<file path="config.mk">
export PLATFORM = sky130hd
export DESIGN_NAME = fifo_ctrl
export DESIGN_NICKNAME = d
export VERILOG_FILES = /design/src/rtl/fifo_ctrl.sv
export SDC_FILE = /design/constraint.sdc
export NUM_CORES = 1
export LEC_CHECK = 0
export BUFFER_PORTS_ARGS = -buffer_cell sky130_fd_sc_hd__buf_2
export CAP_MARGIN = 20
export CORE_UTILIZATION = 47
export DETAILED_ROUTE_END_ITERATION = 7
export PLACE_DENSITY_LB_ADDON = 0.08
export SLEW_MARGIN = 20
export SYNTH_ARGS = -nofsm -noshare
export SYNTH_HDL_FRONTEND = slang
export SYNTH_SLANG_ARGS = --single-unit
export TNS_END_PERCENT = 5
</file>
<file path="constraint.sdc">
create_clock -name clk -period 2.3 [get_ports clk]
set_input_delay 0.46 -clock clk [delete_from_list [all_inputs] [get_ports clk]]
set_output_delay 0.46 -clock clk [all_outputs]
set_load 0.02 [all_outputs]
</file>
<file path="src/rtl/fifo_ctrl.sv">
// Pointer, flag and handshake controller for an 8-entry x 32-bit register-file FIFO.
// Define FIFO_ALMOST_FLAGS_EN to add the almost_full / almost_empty outputs.
module fifo_ctrl #(
  parameter int DW = 32,
  parameter int AW = 3
) (
  input  logic          clk,
  input  logic          reset_n,
  input  logic          wr_en,
  input  logic          rd_en,
  input  logic [DW-1:0] rd_data,
  output logic [AW-1:0] wr_addr,
  output logic          we,
  output logic [AW-1:0] rd_addr,
  output logic [DW-1:0] dout,
  output logic          full,
  output logic          empty,
  output logic [AW:0]   data_count,
`ifdef FIFO_ALMOST_FLAGS_EN
  output logic          almost_full,
  output logic          almost_empty,
`endif
  output logic          wr_ack,
  output logic          wr_err,
  output logic          rd_ack,
  output logic          rd_err
);

  localparam int DEPTH = 2 ** AW;
  localparam logic [AW:0] CountFull = (AW + 1)'(DEPTH);
  localparam logic [AW:0] CountZero = '0;

  localparam logic [2:0] StInit  = 3'd0;
  localparam logic [2:0] StNoOp  = 3'd1;
  localparam logic [2:0] StWrite = 3'd2;
  localparam logic [2:0] StWrErr = 3'd3;
  localparam logic [2:0] StRead  = 3'd4;
  localparam logic [2:0] StRdErr = 3'd5;

  logic [2:0]    state_q, state_d;
  logic [AW-1:0] head_q, tail_q;
  logic [AW:0]   count_q;
  logic [DW-1:0] dout_q;
  logic          wr_ok, rd_ok;

  assign full  = (count_q == CountFull);
  assign empty = (count_q == CountZero);

  // Simultaneous requests cancel each other and are treated as idle.
  assign wr_ok = wr_en & ~rd_en & ~full;
  assign rd_ok = rd_en & ~wr_en & ~empty;

  always_comb begin
    state_d = StNoOp;
    if (wr_en && !rd_en) begin
      state_d = full ? StWrErr : StWrite;
    end else if (rd_en && !wr_en) begin
      state_d = empty ? StRdErr : StRead;
    end
  end

  always_ff @(posedge clk or negedge reset_n) begin
    if (!reset_n) begin
      state_q <= StInit;
      head_q  <= '0;
      tail_q  <= '0;
      count_q <= '0;
      dout_q  <= '0;
    end else begin
      state_q <= state_d;
      if (wr_ok) begin
        tail_q  <= tail_q + AW'(1);
        count_q <= count_q + (AW + 1)'(1);
      end else if (rd_ok) begin
        head_q  <= head_q + AW'(1);
        count_q <= count_q - (AW + 1)'(1);
        dout_q  <= rd_data;
      end
    end
  end

  assign we         = wr_ok;
  assign wr_addr    = tail_q;
  assign rd_addr    = head_q;
  assign dout       = dout_q;
  assign data_count = count_q;

  assign wr_ack = (state_q == StWrite);
  assign wr_err = (state_q == StWrErr);
  assign rd_ack = (state_q == StRead);
  assign rd_err = (state_q == StRdErr);

`ifdef FIFO_ALMOST_FLAGS_EN
  assign almost_full  = (count_q >= CountFull - (AW + 1)'(1));
  assign almost_empty = (count_q <= (AW + 1)'(1));
`endif

endmodule
</file>
Yosys cells after proc, flatten, opt, wreduce, memory -nomap -nowiden
Cells that the tools add are included.
{"block": "totals", "regBits": 45, "wordCells": 36, "inputBits": 36}
{"block": "op_classes", "n_addsub": 4, "n_reduce_logical": 7, "n_mux": 6, "bitwise": 9, "n_eq_ne": 5}
{"operator": "2-to-1 mux 4 bit", "count": 2}
{"operator": "adder 3 x 1 -> 3 bit, second input constant", "count": 2}
{"operator": "equality test 3 x 2 -> 1 bit, second input constant", "count": 2}
{"operator": "equality test 3 bit, second input constant", "count": 2}
{"operator": "2-to-1 mux 3 bit", "count": 2}
{"operator": "inverter 1 bit", "count": 5}
{"operator": "adder 4 x 1 -> 4 bit, second input constant", "count": 1}
{"operator": "bitwise AND 1 bit", "count": 4}
{"operator": "equality test 4 bit, second input constant", "count": 1}
{"operator": "logical NOT 4 bit", "count": 1}
{"operator": "subtractor 4 x 1 -> 4 bit, second input constant", "count": 1}
{"operator": "logical AND 1 bit", "count": 2}
{"operator": "logical NOT 1 bit", "count": 2}
{"operator": "2-to-1 mux 1 bit", "count": 2}
{"operator": "AND reduction 2 bit", "count": 1}
{"operator": "nonzero test 2 bit", "count": 1}

Logic depth before layout (Yosys ltp)
Gate-level depths: netlist of run 1.
{"block": "logic_depth", "depth_word": 5, "depth_mapped": 10, "depth_no_buf": 8}

Worst setup path after synthesis of run 1
Ideal clock, no wire load.
{"block": "synth_path", "kind": "reg-to-reg", "from": "register count_q[1], in the netlist data_count[1]", "to": "register count_q[2], in the netlist data_count[2]", "t_arrival_ns": 2.172, "path_slack_ns": 0.042, "path_stages_with_launch": 11, "required_ns": 2.213, "synth_period_minus_slack_ns": 2.258, "path_buffers": 2, "cell_sequence": "dfrtp_1 buf_6 nor4b_2 nor2b_1 buf_6 inv_1 ha_1 nand3b_1 a21oi_1 a31oi_1 o211ai_1"}
{"block": "synth_via", "elab_chain_cells": 4}
{"item": "start, declared", "line_no": "42", "source": "logic [AW:0] count_q;"}
{"item": "start signal, assigned", "line_no": "73", "source": "count_q <= count_q + (AW + 1)'(1);"}
{"item": "start signal, assigned", "line_no": "76", "source": "count_q <= count_q - (AW + 1)'(1);"}
{"item": "equality test 4 bit (*)", "line_no": "46", "source": "assign full = (count_q == CountFull);"}
{"item": "via full", "line_no": "16", "source": "output logic full,"}
{"item": "inverter 1 bit (*)", "line_no": "50", "source": "assign wr_ok = wr_en & ~rd_en & ~full;"}
{"item": "bitwise AND 1 bit (*)", "line_no": "50"}
{"item": "via we", "line_no": "13", "source": "output logic we,"}
{"item": "2-to-1 mux 4 bit or nonzero test 2 bit (tied branches)"}
Mark *: on every way through the listed nets, which the timed path passes. The rest lies on a longest branch. The select of a mux whose other input is x is not followed.
A chain may end at the register's enable or synchronous reset.

Worst setup path after layout of run 1
{"block": "layout_path", "from": "register count_q[1], in the netlist data_count[1]", "to": "output port we"}
{"block": "layout_via", "elab_chain_cells": 3}
{"item": "equality test 4 bit", "line_no": "46"}
{"item": "inverter 1 bit", "line_no": "50"}
{"item": "bitwise AND 1 bit", "line_no": "50"}
{"item": "end, declared", "line_no": "13"}
No other way between the ends.

==> results of run 1 <==
flip-flops by register name, summed over array words and instances, names as in the netlist:
register    cells
state_q         3
rd_addr         3
data_count      4
wr_addr         3
dout           32
cell usage in the layout (no fill, tap or decap), drive strengths merged:
cell type / Yosys / routed
nor2b: 3 / 3
clkinv: 0 / 2
nand3: 1 / 1
clkbuf: 0 / 6
nand2b: 2 / 2
mux2: 35 / 35
xnor2: 5 / 5
xor2: 2 / 2
a32oi: 1 / 1
nor4b: 1 / 1
ha: 4 / 4
o211ai: 1 / 1
and3b: 2 / 2
nand2: 3 / 3
nor4: 1 / 1
inv: 3 / 3
o21ai: 3 / 3
nor3b: 2 / 2
nor3: 2 / 2
buf: 6 / 88
nand3b: 1 / 1
nor2: 2 / 2
dfrtp: 45 / 45
a31oi: 1 / 1
a21oi: 1 / 1
worst paths after layout:
| check | startpoint | end | slack (ns) | cells after the start |
|---|---|---|---|---|
| min in group clk | rd_en | state_q[1]$_DFF_PN0_ | 0.39 | 2 |
| worst min-delay path | reset_n | wr_addr[2]$_DFFE_PN0P_ | 0.15 | 1 |
| worst min register to register | wr_addr[2]$_DFFE_PN0P_ | wr_addr[2]$_DFFE_PN0P_ | 0.48 | 1 |
| worst max register to register | data_count[1]$_DFFE_PN0P_ | data_count[1]$_DFFE_PN0P_ | 0.34 | 6 |
| max in group asynchronous | reset_n | dout[7]$_DFFE_PN0P_ | 1.47 | 2 |
| worst max-delay path | data_count[1]$_DFFE_PN0P_ | we | 0.22 | 4 |
metrics by stage:
stage	worst slack, ns	instances	hold WS [ns]	area, um2	power (W)
after floorplan	0.0416	127	0.164	1960	0.00220
after global placement	0.454	259	0.454	2420	0.00257
after detailed placement	0.319	259	0.472	2420	0.00264
after CTS	0.190	267	0.163	2500	0.00310
after global routing	0.137	267	0.177	2500	0.00325
final	0.224	267	0.151	2500	0.00307
cells by family after synthesis:
kind of cell,Yosys count
DFF,45
muxes,35
and+or+nand+nor,20
buffers and inverters,9
AOI/OAI and AO/OA,7
xor gates and xnor gates,7
adders and majority gates,4
final cells by class:
type / instances / area, um2
inverters: 3 / 11.3
fillers: 321 / 1500
clock buffers: 6 / 72.6
multi-input cells: 73 / 768
well taps: 50 / 62.6
repair buffers: 88 / 450
clock inverters: 2 / 10.0
flip-flops and latches: 45 / 1130
routing by layer:
metal  vias to the layer above  wire length (um)  track usage [%]
met5                         -                 0                0
met1                       649              1620             20.8
met3                         2               217             5.82
li1                        614                 -                -
met2                        50              1930             28.9
met4                         0                19             5.59
critical path, delay by kind of cell (launching register included):
kind	cells	cell delay, ns
buf+inv	2	0.36
flops	1	0.52
simple gates	2	0.45
power by group:
part / total, W / switching, W / internal [W]
Sequential: 0.00131 / 0.000242 / 0.00107
Clock: 0.000459 / 0.000248 / 0.000211
Combinational: 0.00130 / 0.000710 / 0.000588
==> impl_metrics.toml, run 1 <==
[yosys]
synth_edf_count = 0
synth_xor_area_share_pct = 3.13
synth_compound_area_share_pct = 2.17
synth_seq_cells = 45
synth-simple-area-share_pct = 7.60
synthTopCellsByCount = "dfrtp_1, mux2_4, mux2_2, buf_6, xnor2_1"
synth_cells = 127
async_reset_ff_share_pct = 100
syn_avg_cell_area_um2 = 15.4
synthAdderAreaFrac_pct = 2.55
synth.top_cell.area_share_pct = 57.5
yosys.area.top_type = "dfrtp_1"
ys_seq_area_share_pct = 57.5
yosysWarnings = 0
synth_top_family_by_area = "multiplexers"
synth_area_leaders = "dfrtp_1, mux2_4, mux2_2, buf_6, ha_1"
yosysUniqueCellTypes = 28
post-synth-top-count-cell = "dfrtp_1"
synth_ff_type = "dfrtp_1"
syn_nets = 167
synthesis.area_um2 = 1960
muxShareOfSynthArea_pct = 23.4

[critical_path]
slowest_delay_ns = 0.52
critPathSlowestCell = "dfrtp_1"
cp-start-kind = "flop"
crit_arrival_ns = 1.62
end_kind = "output pin"
crit_chain = "nor4b_2 -> nor2b_1 -> buf_4 -> buf_2"
required_ns = 1.84
path_max_fanout = 9
path_class = "reg -> out"

[route]
finalWirelength_um = 3790
drt_iter0_markers = 35
vias = 1315
antenna_left = 0
first_pass_iters = 4
route.detailed.drc = 0
wire_per_inst_um = 14.2
vias_per_cell = 4.93

[clock_tree]
cts_root_buffer = "clkbuf_8"
post_cts_buffers = 0
cts_resized = 0
cts.sinks = 45
cts_buffers = 5
clk_latency_ns = 0.29
cts_hold_buf = 0
path_clk_slew_ns = 0.08
cts_tree = "done"
htree_levels = 2
cts_buffer_depth = 2

[grt]
gr-total-overflow = 0
grt_pass1_vias = 1214
grt_start_max_net_pins = 27
antenna_found_initial = 0
grtUsageTotal_pct = 17.3
grt_pass1_wl_um = 5610

[timing]
final-hold-violation-count = 0
fmax_mhz = 482
setup_tns_ns = 0
tightestPinTransition_ns = 0.560
clock_skew_ns = 0.00979
final.period_utilization_pct = 90.3
max_slew_margin_pct = 62.7
setup_viol = 0
period_minus_slack_ns = 2.08
rsz0062_at_grt = "false"
slew_violations = 0

[layout]
layout-drive-gt1-share_pct = 60.8
final_util_pct = 62.5
diodes = 0
final_nets = 256
syn2layout_area_growth_pct = 27.7

[hold_path]
worstHoldPathType = "in -> async"

[power_and_ir_drop]
power_per_cell_area_nw_per_um2 = 1230
power.leakage_nw = 1.25
ir_drop_uv = 671

[die]
die_x_um = 66.6
start_util_pct = 49.0
num_rows = 23
core_area_um2 = 4000
die-area_um2 = 4430
ios = 85
dieHeight_um = 66.6

[place]
port_buffers = 84
gp_congestion = 0.728
hpwl_um = 2830

[job]
cap_violations = 0

[outcome]
status = "finished clean"
No activity file was read; power rests on OpenSTA's default activity.
==> run 2, diff against run 1 <==
--- a/config.mk
+++ b/config.mk
@@ -9,7 +9,7 @@
 export CAP_MARGIN = 20
 export CORE_UTILIZATION = 47
 export DETAILED_ROUTE_END_ITERATION = 7
-export PLACE_DENSITY_LB_ADDON = 0.08
+export PLACE_DENSITY_LB_ADDON = 0.3
 export SLEW_MARGIN = 20
 export SYNTH_ARGS = -nofsm -noshare
 export SYNTH_HDL_FRONTEND = slang
==> impl_metrics.toml, run 2 (synthesis results as in run 1) <==
[critical_path]
reg2reg_slack_ns = 0.30
path_max_fanout = 9
r2r_cells = 6
crit_chain = "nor4b_2 -> nor2b_1 -> buf_4 -> buf_2"
cp-start-kind = "flop"
crit_arrival_ns = 1.64
slowest_delay_ns = 0.50
end_kind = "output pin"
path_class = "reg -> out"
critPathSlowestCell = "dfrtp_1"
required_ns = 1.84
rr_startpoint = "data_count[1]$_DFFE_PN0P_"
r2r_end = "data_count[1]$_DFFE_PN0P_"

[timing]
max_slew_margin_pct = 37.7
hold_ws_ns = 0.317
rsz0062_at_grt = "false"
slew_violations = 0
setup_viol = 0
final-hold-violation-count = 0
fmax_mhz = 477
period_minus_slack_ns = 2.10
final.period_utilization_pct = 91.2
setup_tns_ns = 0
clock_skew_ns = 0.00695
tightestPinTransition_ns = 0.934

[route]
antenna_left = 0
vias = 1309
finalWirelength_um = 3600
wire_per_inst_um = 13.6
first_pass_iters = 4
drt_iter0_markers = 36
route.detailed.drc = 0
vias_per_cell = 4.94

[die]
die-area_um2 = 4430
num_rows = 23
dieHeight_um = 66.6
core_area_um2 = 4000
start_util_pct = 49.0
ios = 85
die_x_um = 66.6

[grt]
gr-total-overflow = 0
antenna_found_initial = 0
grtUsageTotal_pct = 16.3
grt_pass1_wl_um = 5330
grt_pass1_vias = 1222
grt_start_max_net_pins = 46

[clock_tree]
cts_hold_buf = 0
post_cts_buffers = 0
cts_tree = "done"
cts_buffers = 5
cts_buffer_depth = 2
cts_resized = 0
cts.sinks = 45
path_clk_slew_ns = 0.08
cts_root_buffer = "clkbuf_8"
clk_latency_ns = 0.28
htree_levels = 2

[outcome]
status = "finished clean"

[job]
cap_violations = 0

[layout]
seq_area_um2 = 1130
final_nets = 255
largest_register_ffs = 32
multiInputGateArea_um2 = 768
final_common_cell = "buf_2"
layout_common_cells = "buf_2, dfrtp_1, mux2_4"
syn2layout_area_growth_pct = 28.4
fillers = 340
layout-drive-gt1-share_pct = 60.9
diodes = 0

[place]
port_buffers = 84
hpwl_um = 2690
gp_congestion = 0.807

[power_and_ir_drop]
power_per_cell_area_nw_per_um2 = 1250
ir_drop_uv = 586
power.leakage_nw = 1.26

[hold_path]
worstHoldPathType = "in -> async"
==> run 2: report_power, final <==
group | switching (W) | internal (W) | total, W
Combinational | 0.000708 | 0.000588 | 0.00130
Clock | 0.000237 | 0.000316 | 0.000553
Sequential | 0.000230 | 0.00107 | 0.00130
==> run 2: worst max-delay path, delay by kind of cell (launching register included) <==
kind                   cells  cell delay (ns)
buffers and inverters      2             0.36
flip-flops                 1             0.50
AND/OR/NAND/NOR            2             0.49
==> run 2: per-stage QoR <==
stage / cell area, um2 / total power (W) / utilization (%) / instances / setup slack, ns
after floorplan: 1960 / 0.00220 / - / 127 / 0.0416
after global routing: 2510 / 0.00334 / 62.9 / 265 / 0.153
after global placement: 2410 / 0.00256 / 60.3 / 258 / 0.459
after detailed placement: 2410 / 0.00262 / 60.3 / 258 / 0.294
final: 2510 / 0.00315 / 62.9 / 265 / 0.202
after CTS: 2510 / 0.00319 / 62.9 / 265 / 0.192
==> run 2: worst max-delay path by stage <==
stage                                   start                   endpoint  slack, ns  depth (start not counted)
floorplan           data_count[1]$_DFFE_PN0P_  data_count[2]$_DFFE_PN0P_       0.04                         10
global placement                        rd_en  data_count[1]$_DFFE_PN0P_       0.46                          7
detailed placement                      wr_en  data_count[1]$_DFFE_PN0P_       0.29                          7
CTS                 data_count[1]$_DFFE_PN0P_                         we       0.19                          4
global route        data_count[1]$_DFFE_PN0P_                         we       0.15                          4
finish              data_count[1]$_DFFE_PN0P_                         we       0.20                          4
==> run 2: area by class of cell <==
cell class / count / share of cell area, %
flip-flops and latches: 45 / 44.8
inverters: 3 / 0.448
multi-input cells: 73 / 30.5
repair buffers: 87 / 17.6
clock inverters: 2 / 1.39
clock buffers: 5 / 2.74
well taps: 50 / 2.49
==> run 2: per-layer routing <==
| metal | global-route usage, % | routed length (um) |
|---|---|---|
| met1 | 19.2 | 1510 |
| met2 | 27.9 | 1830 |
| met3 | 3.08 | 200 |
| met4 | 8.24 | 53 |
| met5 | 0 | 0 |
==> run 3, diff against run 2 <==
--- a/config.mk
+++ b/config.mk
@@ -5,6 +5,7 @@
 export SDC_FILE = /design/constraint.sdc
 export NUM_CORES = 1
 export LEC_CHECK = 0
+export ABC_AREA = 1
 export BUFFER_PORTS_ARGS = -buffer_cell sky130_fd_sc_hd__buf_2
 export CAP_MARGIN = 20
 export CORE_UTILIZATION = 47
==> impl_metrics.toml, run 3 <==
[power_and_ir_drop]
pwr-share-comb_pct = 45.0
ir_drop_uv = 565
switchingPower_w = 0.00124
power_per_cell_area_nw_per_um2 = 1250
power_frac_clock_pct = 15.9
switching_share_pct = 38.4
power.leakage_nw = 1.43
internal-power_w = 0.00199
sequentialPowerShare_pct = 39.0

[grt]
grt_start_max_net_pins = 37
grt_pass1_wl_um = 5600
gr-total-overflow = 0
grtUsageTotal_pct = 17.0
antenna_found_initial = 0
grt_pass1_vias = 1235

[critical_path]
reg2reg_slack_ns = 0.51
r2r_end = "data_count[3]$_DFFE_PN0P_"
critPathTopFamily = "simple AND/OR/NAND/NOR gates"
path_class = "reg -> out"
worstSetupEndpoint = "we"
startpoint = "data_count[0]$_DFFE_PN0P_"
critPathSlowestCell = "dfrtp_1"
end_kind = "output pin"
crit_arrival_ns = 1.41
slowest_delay_ns = 0.44
r2r_cells = 11
cp.buffers_inverters = 2
crit_chain = "nor2_1 -> nand2_1 -> nand2_4 -> inv_1 -> buf_2"
path_max_fanout = 6
cp-start-kind = "flop"
rr_startpoint = "data_count[3]$_DFFE_PN0P_"
required_ns = 1.84
crit_cells = 5

[layout]
final_nets = 271
layout-drive-gt1-share_pct = 59.1
diodes = 0
largest_register_ffs = 32
final_common_cell = "buf_2"
layout_common_cells = "buf_2, dfrtp_1, mux2_4"
fillers = 346
syn2layout_area_growth_pct = 26.0

[yosys]
async_reset_ff_share_pct = 100
yosysUniqueCellTypes = 22
synth_seq_cells = 45
syn_nets = 182
synth.top_cell.area_share_pct = 55.1
synth_edf_count = 0
synth_cells = 142
yosys.area.top_type = "dfrtp_1"
yosysWarnings = 0
synth_area_leaders = "dfrtp_1, mux2_4, buf_12, mux2_2, ha_1"
post-synth-top-count-cell = "dfrtp_1"
ys_seq_area_share_pct = 55.1
synthTopCellsByCount = "dfrtp_1, mux2_4, inv_1, nand2_1"
syn_avg_cell_area_um2 = 14.4
synth_ff_type = "dfrtp_1"
synthesis.area_um2 = 2040

[clock_tree]
cts_hold_buf = 0
cts.sinks = 45
cts_root_buffer = "clkbuf_8"
clk_latency_ns = 0.29
cts_resized = 0
cts_buffers = 5
cts_buffer_depth = 2
post_cts_buffers = 0
path_clk_slew_ns = 0.08
htree_levels = 2
cts_tree = "done"

[timing]
max_slew_margin_pct = 73.0
tightestPinTransition_ns = 0.405
setup_tns_ns = 0
final-hold-violation-count = 0
clock_skew_ns = 0.00644
setup_viol = 0
slew_violations = 0
period_minus_slack_ns = 1.87
hold_ws_ns = 0.0896
rsz0062_at_grt = "false"
fmax_mhz = 535
final.period_utilization_pct = 81.3

[route]
route.detailed.drc = 0
vias_per_cell = 4.73
finalWirelength_um = 3710
first_pass_iters = 4
antenna_left = 0
wire_per_inst_um = 13.1
drt_iter0_markers = 48
vias = 1333

[place]
gp_congestion = 0.797
port_buffers = 84
hpwl_um = 2800

[outcome]
status = "finished clean"

[die]
ios = 85
die_x_um = 67.9
dieHeight_um = 67.9
num_rows = 23
core_area_um2 = 4090
start_util_pct = 50.0
die-area_um2 = 4620

[job]
cap_violations = 0

[hold_path]
worstHoldPathType = "in -> async"
==> run 3: cell type report <==
cell class	count	area [um2]	share of cell area, %
clock buffers	7	96.3	3.74
clock inverters	1	5.00	0.194
inverters	15	56.3	2.19
multi-input cells	79	801	31.1
flip-flops and latches	45	1130	43.7
well taps	50	62.6	2.43
repair buffers	85	428	16.6
==> run 3: through the flow <==
stage | area [um2] | util, % | worst slack, ns | total power [W] | cells
2_1_floorplan | 2040 | - | 0.548 | 0.00230 | 142
3_3_place_gp | 2470 | 60.5 | 0.463 | 0.00270 | 274
3_5_place_dp | 2470 | 60.5 | 0.420 | 0.00275 | 274
4_1_cts | 2570 | 63.0 | 0.401 | 0.00327 | 282
6_report | 2570 | 63.0 | 0.431 | 0.00323 | 282
5_1_grt | 2570 | 63.0 | 0.341 | 0.00347 | 282
==> run 3: worst min-delay path by stage <==
stage	depth (start not counted)	endpoint	start	slack (ns)
2_1_floorplan	0	data_count[0]$_DFFE_PN0P_	reset_n	0.16
3_3_place_gp	1	dout[15]$_DFFE_PN0P_	reset_n	0.42
3_5_place_dp	1	dout[15]$_DFFE_PN0P_	reset_n	0.42
4_1_cts	1	dout[15]$_DFFE_PN0P_	reset_n	0.10
5_1_grt	1	data_count[2]$_DFFE_PN0P_	reset_n	0.12
6_report	1	dout[15]$_DFFE_PN0P_	reset_n	0.09
==> run 3: metal layers <==
| metal | routed length (um) | global-route usage, % |
|---|---|---|
| met1 | 1570 | 20.1 |
| met2 | 1850 | 27.7 |
| met3 | 250 | 6.50 |
| met4 | 41 | 6.77 |
| met5 | 0 | 0 |
==> run 3: cell families after synthesis <==
family | share of synthesized area, %
DFF | 55.1
xor gates and xnor gates | 2.14
muxes | 23.3
and+or+nand+nor | 10.0
adders and majority gates | 2.45
AOI/OAI and AO/OA | 1.22
buffers and inverters | 5.70
==> run 3: power groups by stage <==
stage / registers, W / logic (W) / clock network, W
floorplan: 0.00161 / 0.000691 / 0
global placement: 0.00126 / 0.00145 / 0
detailed placement: 0.00127 / 0.00147 / 0
CTS: 0.00126 / 0.00147 / 0.000536
global route: 0.00131 / 0.00158 / 0.000578
finish: 0.00126 / 0.00145 / 0.000514
